File: src/rtl/mul_share_pkg.sv
// Shared types and the round-robin grant helper for the shared multiplier arbiter.
package mul_share_pkg;

  localparam int unsigned MaxReq = 8;

  typedef enum logic [1:0] {
    StIdle,
    StMul,
    StResp
  } state_e;

  // First set bit of valid at or above ptr, wrapping at nreq-1; -1 when none is set.
  function automatic int rr_grant(input logic [MaxReq-1:0] valid, input int unsigned nreq,
                                  input int unsigned ptr);
    int          g;
    int unsigned j;
    g = -1;
    for (int unsigned k = 0; k < MaxReq; k++) begin
      j = ptr + k;
      if (j >= nreq) j = j - nreq;
      if (k < nreq && g < 0 && valid[j[2:0]]) g = int'(j);
    end
    return g;
  endfunction

endpackage

File: src/rtl/mul_shift_add.sv
// Sequential shift-add multiplier: one partial-product step per enabled cycle.
module mul_shift_add #(
  parameter int unsigned WIDTH = 4
) (
  input  logic               clk,
  input  logic               rst_n,
  input  logic               start,
  input  logic [WIDTH-1:0]   a,
  input  logic [WIDTH-1:0]   b,
  input  logic               ena,
  output logic               done,
  output logic [2*WIDTH-1:0] product
);

  localparam int unsigned CW = $clog2(WIDTH + 1);

  logic [2*WIDTH-1:0] acc_q, a_sh_q;
  logic [WIDTH-1:0]   b_sh_q;
  logic [CW-1:0]      cnt_q;
  logic               run_q;
  logic               last;

  assign last    = (cnt_q == CW'(WIDTH - 1));
  // Product is the accumulator after the current step, so it is valid in the done cycle.
  assign product = acc_q + (b_sh_q[0] ? a_sh_q : '0);
  assign done    = run_q && ena && last;

  always_ff @(posedge clk or negedge rst_n) begin
    if (!rst_n) begin
      acc_q  <= '0;
      a_sh_q <= '0;
      b_sh_q <= '0;
      cnt_q  <= '0;
      run_q  <= 1'b0;
    end else if (start) begin
      acc_q  <= '0;
      a_sh_q <= {{WIDTH{1'b0}}, a};
      b_sh_q <= b;
      cnt_q  <= '0;
      run_q  <= 1'b1;
    end else if (run_q && ena) begin
      acc_q  <= product;
      a_sh_q <= a_sh_q << 1;
      b_sh_q <= b_sh_q >> 1;
      cnt_q  <= cnt_q + 1'b1;
      if (last) run_q <= 1'b0;
    end
  end

endmodule

File: src/rtl/mul_share_arbiter.sv
// Round-robin arbiter sharing one shift-add multiplier among NREQ valid/ready requesters.
module mul_share_arbiter
  import mul_share_pkg::*;
#(
  parameter  int unsigned NREQ  = 4,
  parameter  int unsigned WIDTH = 4,
  localparam int unsigned IDW   = $clog2(NREQ)
) (
  input  logic                  clk,
  input  logic                  rst_n,
  input  logic                  ena,
  input  logic [NREQ-1:0]       req_valid,
  output logic [NREQ-1:0]       req_ready,
  input  logic [NREQ*WIDTH-1:0] req_a,
  input  logic [NREQ*WIDTH-1:0] req_b,
  output logic                  rsp_valid,
  input  logic                  rsp_ready,
  output logic [IDW-1:0]        rsp_id,
  output logic [2*WIDTH-1:0]    rsp_product,
  output logic                  busy
);

  state_e             state_q, state_d;
  logic [IDW-1:0]     ptr_q, ptr_d;
  logic [IDW-1:0]     id_q, id_d;
  logic [IDW-1:0]     rsp_id_q, rsp_id_d;
  logic [2*WIDTH-1:0] rsp_product_q, rsp_product_d;

  int                 gnt;
  logic               gnt_found;
  logic [IDW-1:0]     gnt_idx;
  logic               accept;
  logic               mul_done;
  logic [2*WIDTH-1:0] mul_product;

  assign gnt       = rr_grant(MaxReq'(req_valid), NREQ, 32'(ptr_q));
  assign gnt_found = (gnt >= 0);
  assign gnt_idx   = IDW'(gnt);

  always_comb begin
    req_ready = '0;
    if (state_q == StIdle && ena && gnt_found) req_ready[gnt_idx] = 1'b1;
  end

  assign accept      = |(req_valid & req_ready);
  assign rsp_valid   = (state_q == StResp);
  assign busy        = (state_q != StIdle);
  assign rsp_id      = rsp_id_q;
  assign rsp_product = rsp_product_q;

  mul_shift_add #(
    .WIDTH(WIDTH)
  ) u_mul (
    .clk    (clk),
    .rst_n  (rst_n),
    .start  (accept),
    .a      (req_a[gnt_idx*WIDTH +: WIDTH]),
    .b      (req_b[gnt_idx*WIDTH +: WIDTH]),
    .ena    (ena),
    .done   (mul_done),
    .product(mul_product)
  );

  always_comb begin
    state_d       = state_q;
    ptr_d         = ptr_q;
    id_d          = id_q;
    rsp_id_d      = rsp_id_q;
    rsp_product_d = rsp_product_q;
    unique case (state_q)
      StIdle: begin
        if (accept) begin
          state_d = StMul;
          id_d    = gnt_idx;
          ptr_d   = (gnt_idx == IDW'(NREQ - 1)) ? '0 : gnt_idx + 1'b1;
        end
      end
      StMul: begin
        if (mul_done) begin
          state_d       = StResp;
          rsp_id_d      = id_q;
          rsp_product_d = mul_product;
        end
      end
      StResp: begin
        if (ena && rsp_ready) state_d = StIdle;
      end
      default: state_d = StIdle;
    endcase
  end

  always_ff @(posedge clk or negedge rst_n) begin
    if (!rst_n) begin
      state_q       <= StIdle;
      ptr_q         <= '0;
      id_q          <= '0;
      rsp_id_q      <= '0;
      rsp_product_q <= '0;
    end else begin
      state_q       <= state_d;
      ptr_q         <= ptr_d;
      id_q          <= id_d;
      rsp_id_q      <= rsp_id_d;
      rsp_product_q <= rsp_product_d;
    end
  end

endmodule

File: config.mk
export PLATFORM = sky130hd
export DESIGN_NAME = mul_share_arbiter
export DESIGN_NICKNAME = d
export VERILOG_FILES = /design/src/rtl/mul_share_pkg.sv /design/src/rtl/mul_shift_add.sv /design/src/rtl/mul_share_arbiter.sv
export SDC_FILE = /design/constraint.sdc
export NUM_CORES = 1
export LEC_CHECK = 0
export CAP_MARGIN = 20
export CORE_ASPECT_RATIO = 1.75
export CORE_MARGIN = 4
export CORE_UTILIZATION = 55
export DETAILED_ROUTE_END_ITERATION = 16
export MAX_ROUTING_LAYER = met4
export PLACE_DENSITY = 0.91
export SKIP_LAST_GASP = 1
export SYNTH_ARGS = -nofsm -noshare
export SYNTH_HDL_FRONTEND = slang
export SYNTH_HIERARCHICAL = 1
export SYNTH_SLANG_ARGS = --single-unit
File: constraint.sdc
create_clock -name clk -period 9.6 [get_ports clk]
set_input_delay 2.4 -clock clk [delete_from_list [all_inputs] [get_ports clk]]
set_output_delay 2.4 -clock clk [all_outputs]
set_load 0.05 [all_outputs]
# After elaboration in Yosys (flattened, before gate mapping)
# Index checks and enable logic that the tools add are counted.
# totals
ff_bits	40
latchBits	0
ram_bits	0
mem_bits_ro	0
inputBits	40
output_inout_bits	16
word_cells	98
memories	0
# op_classes
addsub	10
multipliers	0
div	0
magnitude_cmp	14
n_eq_ne	7
shift	2
muxes	36
bitwise_logic	1
n_reduce_logical	18
# ops
op	n
32-bit two-way mux	8
32-bit by 1-bit less-than comparator with 1-bit output (second input constant)	3
8-bit two-way mux	5
32-bit by 1-bit greater-or-equal comparator with 1-bit output (second input constant)	1
16-bit by 5-bit indexed part select with 4-bit output	2
3-bit by 4-bit less-than comparator with 1-bit output (second input constant)	4
1-bit binary-select mux with 3-bit select	4
4-bit two-way mux	3
3-bit by 3-bit subtractor with 4-bit output (second input constant)	3
3-bit greater-or-equal comparator (second input constant)	3
1-bit logical AND	9
8-bit adder	1
1-bit two-way mux	8
2-bit two-way mux	4
2-bit by 2-bit adder with 3-bit output (second input constant)	2
3-bit two-way mux	2
2-bit one-hot mux with 3 select lines	1
2-bit AND reduction	3
2-bit nonzero test	3
4-bit bitwise AND	1
2-bit == test (second input constant)	2
2-bit inequality test (second input constant)	2
4-bit OR reduction	1
2-bit by 3-bit subtractor with 4-bit output (second input constant)	1
other kinds (12)	12

# Logic depth before layout (Yosys ltp)
# Gate-level depths: netlist of run 1.
# depth
depth_word	23
ltp_mapped	18
depth_no_buf	15

# Modules after synthesis
# The synthesis of run 1 kept the hierarchy.
# modules_own_cells
mod	instances	cells_per_inst	area_each_um2	seq_area_each_um2
mul_shift_add	1	157	1413.9	600.6
mul_share_arbiter	1	122	1321.3	400.4

# Worst setup path after synthesis of run 1
# Ideal clock, no wire load.
# synth_path
path_kind	input to output
from	input port req_valid[2]
to	output port req_ready[1]
arrival_time_ns	4.176
required_time_ns	7.200
path_slack_ns	3.024
cell_stages	8
n_path_buf	1
path_cell_list	mux4_2 nor2_2 o21ai_1 a32o_1 buf_4 inv_1 ha_1 and2_1
# synth_rtl
element	line	rtl
start, declared	mul_share_arbiter.sv:12	input logic [NREQ-1:0] req_valid,
end, declared	mul_share_arbiter.sv:13	output logic [NREQ-1:0] req_ready,

# Worst setup path after layout of run 1
# layout_path
from	input port req_valid[1]
to	output port req_ready[1]
# layout_via
elab_chain_len	17
elab_cells_between_ends	26
cone_classes	order compare: 6; mux: 15; reduce/logical: 5
# layout_rtl
element	line	rtl
1-bit binary-select mux with 3-bit select	mul_share_pkg.sv:21	if (k < nreq && g < 0 && valid[j[2:0]]) g = int'(j);
1-bit two-way mux (not written as such)	mul_share_pkg.sv:21	
32-bit two-way mux	mul_share_pkg.sv:21	
32-bit by 1-bit less-than comparator with 1-bit output	mul_share_pkg.sv:21	
1-bit logical AND	mul_share_pkg.sv:21	
32-bit two-way mux	mul_share_pkg.sv:21	
32-bit by 1-bit less-than comparator with 1-bit output	mul_share_pkg.sv:21	
1-bit logical AND	mul_share_pkg.sv:21	
32-bit two-way mux	mul_share_pkg.sv:21	
32-bit by 1-bit less-than comparator with 1-bit output	mul_share_pkg.sv:21	
1-bit logical AND	mul_share_pkg.sv:21	
32-bit two-way mux (*)	mul_share_pkg.sv:21	
parallel branches: the longest is 4 deep, another holds 32-bit by 1-bit greater-or-equal comparator with 1-bit output	-	
4-bit two-way mux (*)	mul_share_arbiter.sv:42	if (state_q == StIdle && ena && gnt_found) req_ready[gnt_idx] = 1'b1;
# Mark *: on every way between the ends. The select of a mux whose other input is x is not followed.

==> impl_metrics.yaml, run 1 <==
sta:
  period_share: 0.820
  max_slew_margin: 0.361
  rsz0062_at_grt: "false"
  hold_viol: 0
  report.final.slew_viol_count: 0
  setup_viol: 0
  timing.setup.tns_ps: 0
  finClkSkew_ps: 7.57
  min_period_ps: 7870
  hold_ws_ps: 505
  fmax_mhz: 127
  tightest_slew_ps: 957
yosys:
  ys_warn_count: 6
  yosys.area.top_type: "dfrtp_1"
  syn-num-nets: 336
  synth_cell_types: 51
  synth.top_cell.area_share: 0.366
  async_flop_share: 1.00
  ys.flop_type: "dfrtp_1"
  synthesis.area_um2: 2740
  synth-seq-area-share: 0.366
  syn_area_per_cell_um2: 9.80
  synthTopCellsByArea: "dfrtp_1, mux2i_1, ha_1, mux2_2, nand2_1"
  synth_edf_count: 0
  ys_seq_elements: 40
  synth_cells: 279
drt:
  routed_via_density: 5.76
  first_pass_iters: 4
  drt_wl_total_um: 6160
  drtIter0Drc: 88
  route.detailed.drc: 0
  via_count: 2196
  ant_nets: 0
  wl_per_cell_um: 16.2
floorplanning:
  die_area_um2: 6210
  chipWidth_um: 61.3
  initial_core_util: 0.576
  core_um2: 4750
  ios: 56
  die_y_um: 101
  row_count: 33
final_layout:
  fin_nets: 385
  n_antenna_cell: 0
  syn2layout_area_growth_pct: 22.8
  final_common_cell: "clkdlybuf4s50_1"
  final_cell_mix: "clkdlybuf4s50_1, nand2_1, dfrtp_1"
  drive_gt1_frac: 0.109
placement:
  finalWeightedCongestion: 0.870
  dp.final_hpwl_um: 4600
  portBuffers: 55
setup_path:
  worstSetupStartpointType: "input pin"
  required_ps: 7200
  crit_type: "in -> out"
  worstPathMaxFanout: 12
  endpoint_kind: "primary output"
  crit_arrival_ps: 5470
global_route:
  grt_pass1_wl_um: 10000
  grt.overflow.total: 0
  grt_use_total: 0.221
  grt_pass1_vias: 2254
  grt_max_degree: 41
  antenna_found_initial: 0
power:
  p_per_area_nw_per_um2: 310
  pwr-share-clk: 0.109
  p_comb_frac: 0.612
  p_int_w: 0.000566
  seq_power_share: 0.280
  netSwitchingFraction: 0.457
  switchingPower_w: 0.000476
  peakVddDrop_mv: 0.274
  p_leak_nw: 1.57
hold_path:
  hp-class: "reg -> reg"
clock_tree:
  clkSlewWorstSetupHoldPaths_ps: 70
  clock_path_buffers: 2
  clock-root-buffer: "clkbuf_8"
  cts_resized: 0
  cts.htree.levels: 2
  clk_latency_ps: 290
  cts.sink_count: 40
  cts_buffers: 5
  cts_hold_buffers: 0
  cts_tree: "yes"
  post_cts_buffers: 0
flow_run:
  cap_violations: 0
status:
  status: "completed"
-- critical path: stages --
cell and delay (ps):
clkdlybuf4s50_1 540, mux4_2 550, nor2_2 160, o21ai_1 80
a32o_1 470, inv_1 160, ha_1 180, and2_1 120
clkdlybuf4s50_1 800
-- cell type report --
class | instances | area, um^2
multi-input cells | 214 | 1610
well taps | 52 | 65.1
inverters | 11 | 41.3
flip-flops and latches | 40 | 1000
fillers | 354 | 1390
clock buffers | 6 | 82.6
clock inverters | 2 | 10.0
repair buffers | 56 | 553
-- flip-flops by register name (all words and copies together), names as in the netlist --
name and count:
u_mul/run_q 1, rsp_product 8, rsp_id 2, state_q 2, ptr_q 2, u_mul/acc_q 8, id_q 2, u_mul/b_sh_q 4
u_mul/cnt_q 3, u_mul/a_sh_q 8
-- final timing paths --
check                                       to            from  cells after the start  slack, ps
max in group asynchronous       rsp_product[7]           rst_n                      1       6840
worst min register to register  rsp_product[6]  rsp_product[6]                      1        510
worst max-delay path              req_ready[1]    req_valid[1]                      9       1730
worst min-delay path            rsp_product[6]  rsp_product[6]                      1        510
worst max register to register  u_mul/acc_q[6]        ptr_q[0]                     14       5010
min in group asynchronous       u_mul/acc_q[4]           rst_n                      1       2220
-- logic make-up (layout without fill, tap and decap cells) --
logic type               count (synthesis)  count (layout)  share of synthesized area
multiplexers                            52              52                      0.207
adder cells (fa/ha/maj)                 17              17                     0.0805
buffers and inverters                   25              75                     0.0489
XOR/XNOR                                 8               8                     0.0256
AND/OR/NAND/NOR                         86              86                      0.151
AO/OA/AOI/OAI                           51              51                      0.121
flip-flops                              40              40                      0.366
-- Yosys cell counts (6+ instances only) --
cell type  instances
mux2i_1           34
ha_1              16
clkbuf_1           6
dfrtp_1           40
xnor2_1            7
mux2_2            14
and2_1            14
nand2_1           40
inv_1             11
o21ai_0           12
nor2_1            11
a21oi_1           14
-- through the flow --
step / setup WS, ps / util / power (W) / std cells / area [um^2]
final: 1730 / 0.708 / 0.00104 / 381 / 3360
after CTS: 1730 / 0.708 / 0.00105 / 381 / 3360
after detailed placement: 1740 / 0.688 / 0.000927 / 373 / 3270
after floorplan: 3020 / - / 0.000796 / 279 / 2740
after global placement: 1840 / 0.688 / 0.000903 / 373 / 3270
after global routing: 1550 / 0.708 / 0.00112 / 381 / 3360
-- per-layer routing --
layer	track usage	part of all wire	up-vias
li1	-	-	1069
met1	0.223	0.37	1059
met2	0.400	0.57	51
met3	0.0421	0.029	17
met4	0.0885	0.032	0
met5	-	0	-
-- power groups by stage --
stage               registers, W  logic, W  clock network (W)
finish                  0.000292  0.000638           0.000113
global route            0.000299  0.000693           0.000125
CTS                     0.000290  0.000641           0.000117
detailed placement      0.000293  0.000634                  0
global placement        0.000288  0.000615                  0
floorplan               0.000325  0.000471                  0
(Power assumes the default switching activity.)
==> inputs of run 2 (changes only) <==
Settings changed: CORE_UTILIZATION 55 to 52, PLACE_DENSITY 0.91 to 0.87.
Clock period 9.6 ns to 7.3 ns, I/O delays scaled along.
==> run 2 against run 1 <==
  * Power is 30% higher
  * Utilization is 4.1 points lower
  * Clock skew fell by 3.4 ps
  * Critical path depth did not move
  * Register-to-register slack worse by 2200 ps
  * Clock-buffer cell count stayed put
  * Global-route usage decreased by 2.3 points
  * Worst setup slack worse by 1200 ps
  * Largest power group unchanged
  * Critical endpoint unchanged
  * Sequential share of layout area grew 0.11 points
  * Flip-flop and latch count is the same
  * Highest routed layer unchanged
==> impl_metrics.yaml, run 2 (same netlist as run 1, synthesis figures left out) <==
status:
  status: "completed"
clock_tree:
  cts_hold_buffers: 0
  clock-root-buffer: "clkbuf_8"
  cts.sink_count: 40
  cts_buffers: 5
  clkSlewWorstSetupHoldPaths_ps: 70
  cts.htree.levels: 2
  cts_tree: "yes"
  post_cts_buffers: 0
  clock_path_buffers: 2
  clk_latency_ps: 290
  cts_resized: 0
placement:
  finalWeightedCongestion: 0.808
  dp.final_hpwl_um: 4620
  place_area_um2: 3270
  dp.cells: 375
  portBuffers: 55
hold_path:
  hp-class: "reg -> reg"
  hold_start: "rsp_product[5]"
drt:
  drtIter0Drc: 168
  drt_wl_total_um: 6150
  ant_nets: 0
  route.detailed.drc: 0
  first_pass_iters: 6
  wl_per_cell_um: 16.1
  routed_via_density: 5.83
  via_count: 2227
global_route:
  grt.overflow.total: 0
  grt_use_met2: 0.369
  grt_max_degree: 41
  met1_usage: 0.201
  grt_pass1_vias: 2210
  grt_pass1_wl_um: 10200
  grt_use_total: 0.199
  antenna_found_initial: 0
  grt-busiest-layer: "met2"
  grtUsageMet3: 0.0314
sta:
  fmax_mhz: 148
  hold_viol: 0
  period_share: 0.923
  timing.setup.tns_ps: 0
  finClkSkew_ps: 4.16
  tightest_slew_ps: 975
  report.final.slew_viol_count: 0
  max_slew_margin: 0.349
  min_period_ps: 6740
  rsz0062_at_grt: "false"
  setup_viol: 0
final_layout:
  drive_gt1_frac: 0.104
  final_cell_mix: "clkdlybuf4s50_1, nand2_1, dfrtp_1"
  nFillCells: 416
  fin_util: 0.667
  layout.cells.non_filler: 382
  ff_latch_area_um2: 1000
  multi_input_area_um2: 1610
  final_common_cell: "clkdlybuf4s50_1"
  syn2layout_area_growth_pct: 22.4
  fin_nets: 385
  design_area_um2: 3350
  n_antenna_cell: 0
setup_path:
  critical-path-top-cell-by-count: "clkdlybuf4s50_1"
  worstSetupStartpointType: "input pin"
  reg2reg_from: "ptr_q[0]"
  worstPathMaxFanout: 12
  crit_type: "in -> out"
  critPathLaunch: "req_valid[1]"
  slowest_stage: "clkdlybuf4s50_1"
  required_ps: 5480
  crit_arrival_ps: 4910
  max_stage_delay_ps: 800
  path_cells: "clkdlybuf4s50_1 -> mux4_2 -> nor2_2 -> o21ai_1 -> a32o_1 -> inv_1 -> ha_1 -> and2_1 -> clkdlybuf4s50_1"
  endpoint_kind: "primary output"
floorplanning:
  ios: 56
  chipWidth_um: 62.8
  die_y_um: 104
  core_um2: 5020
  initial_core_util: 0.545
  row_count: 34
  die_area_um2: 6530
power:
  p_leak_nw: 1.56
  p_per_area_nw_per_um2: 404
  p_total_w: 0.00135
  peakVddDrop_mv: 0.219
flow_run:
  cap_violations: 0
==> run 2: cell types whose count changed in the layout (fill, tap and decap cells not counted) <==
cell	change
clkbuf_8	-1
clkinv_2	-1
clkbuf_1	+1
==> run 2: worst max-delay path: cells and delay by family <==
kind | cells | cell delay [ps]
adder cells (fa/ha/maj) | 1 | 170
buffers and inverters | 3 | 1510
multiplexers | 1 | 560
AND/OR/NAND/NOR | 2 | 290
AO/OA/AOI/OAI | 2 | 550
==> run 2: worst paths after layout <==
path | end | slack, ps | cells after the start
max | req_ready[1] | 560 | 9
min | rsp_product[5] | 500 | 1
max reg2reg | u_mul/acc_q[5] | 2790 | 14
min reg2reg | rsp_product[5] | 500 | 1
max in group asynchronous | id_q[0] | 5110 | 1
min in group asynchronous | rsp_product[6] | 1640 | 1
==> run 2: metal layers <==
metal	share of wire	vias up
li1	-	1068
met2	0.57	60
met1	0.37	1082
met3	0.031	17
met5	0	-
met4	0.029	0
==> run 2: final cells by class <==
| class | instances | area share |
|---|---|---|
| clock inverter | 1 | 0.00150 |
| multi-input combinational | 214 | 0.480 |
| sequential | 40 | 0.299 |
| timing repair buffer | 56 | 0.165 |
| inverter | 11 | 0.0123 |
| clock buffer | 6 | 0.0217 |
| tap | 54 | 0.0202 |
==> run 2: through the flow <==
stage                     worst slack, ps  hold WS, ps
after floorplan                      1870          475
after global placement                669          487
after detailed placement              585          494
after CTS                             570          510
after global routing                  392          523
final                                 565          505
==> run 2: where the power goes <==
part | total, W | internal (W) | switching, W
clock | 0.000137 | 0.0000649 | 0.0000718
sequential | 0.000380 | 0.000307 | 0.0000729
combinational | 0.000836 | 0.000362 | 0.000474
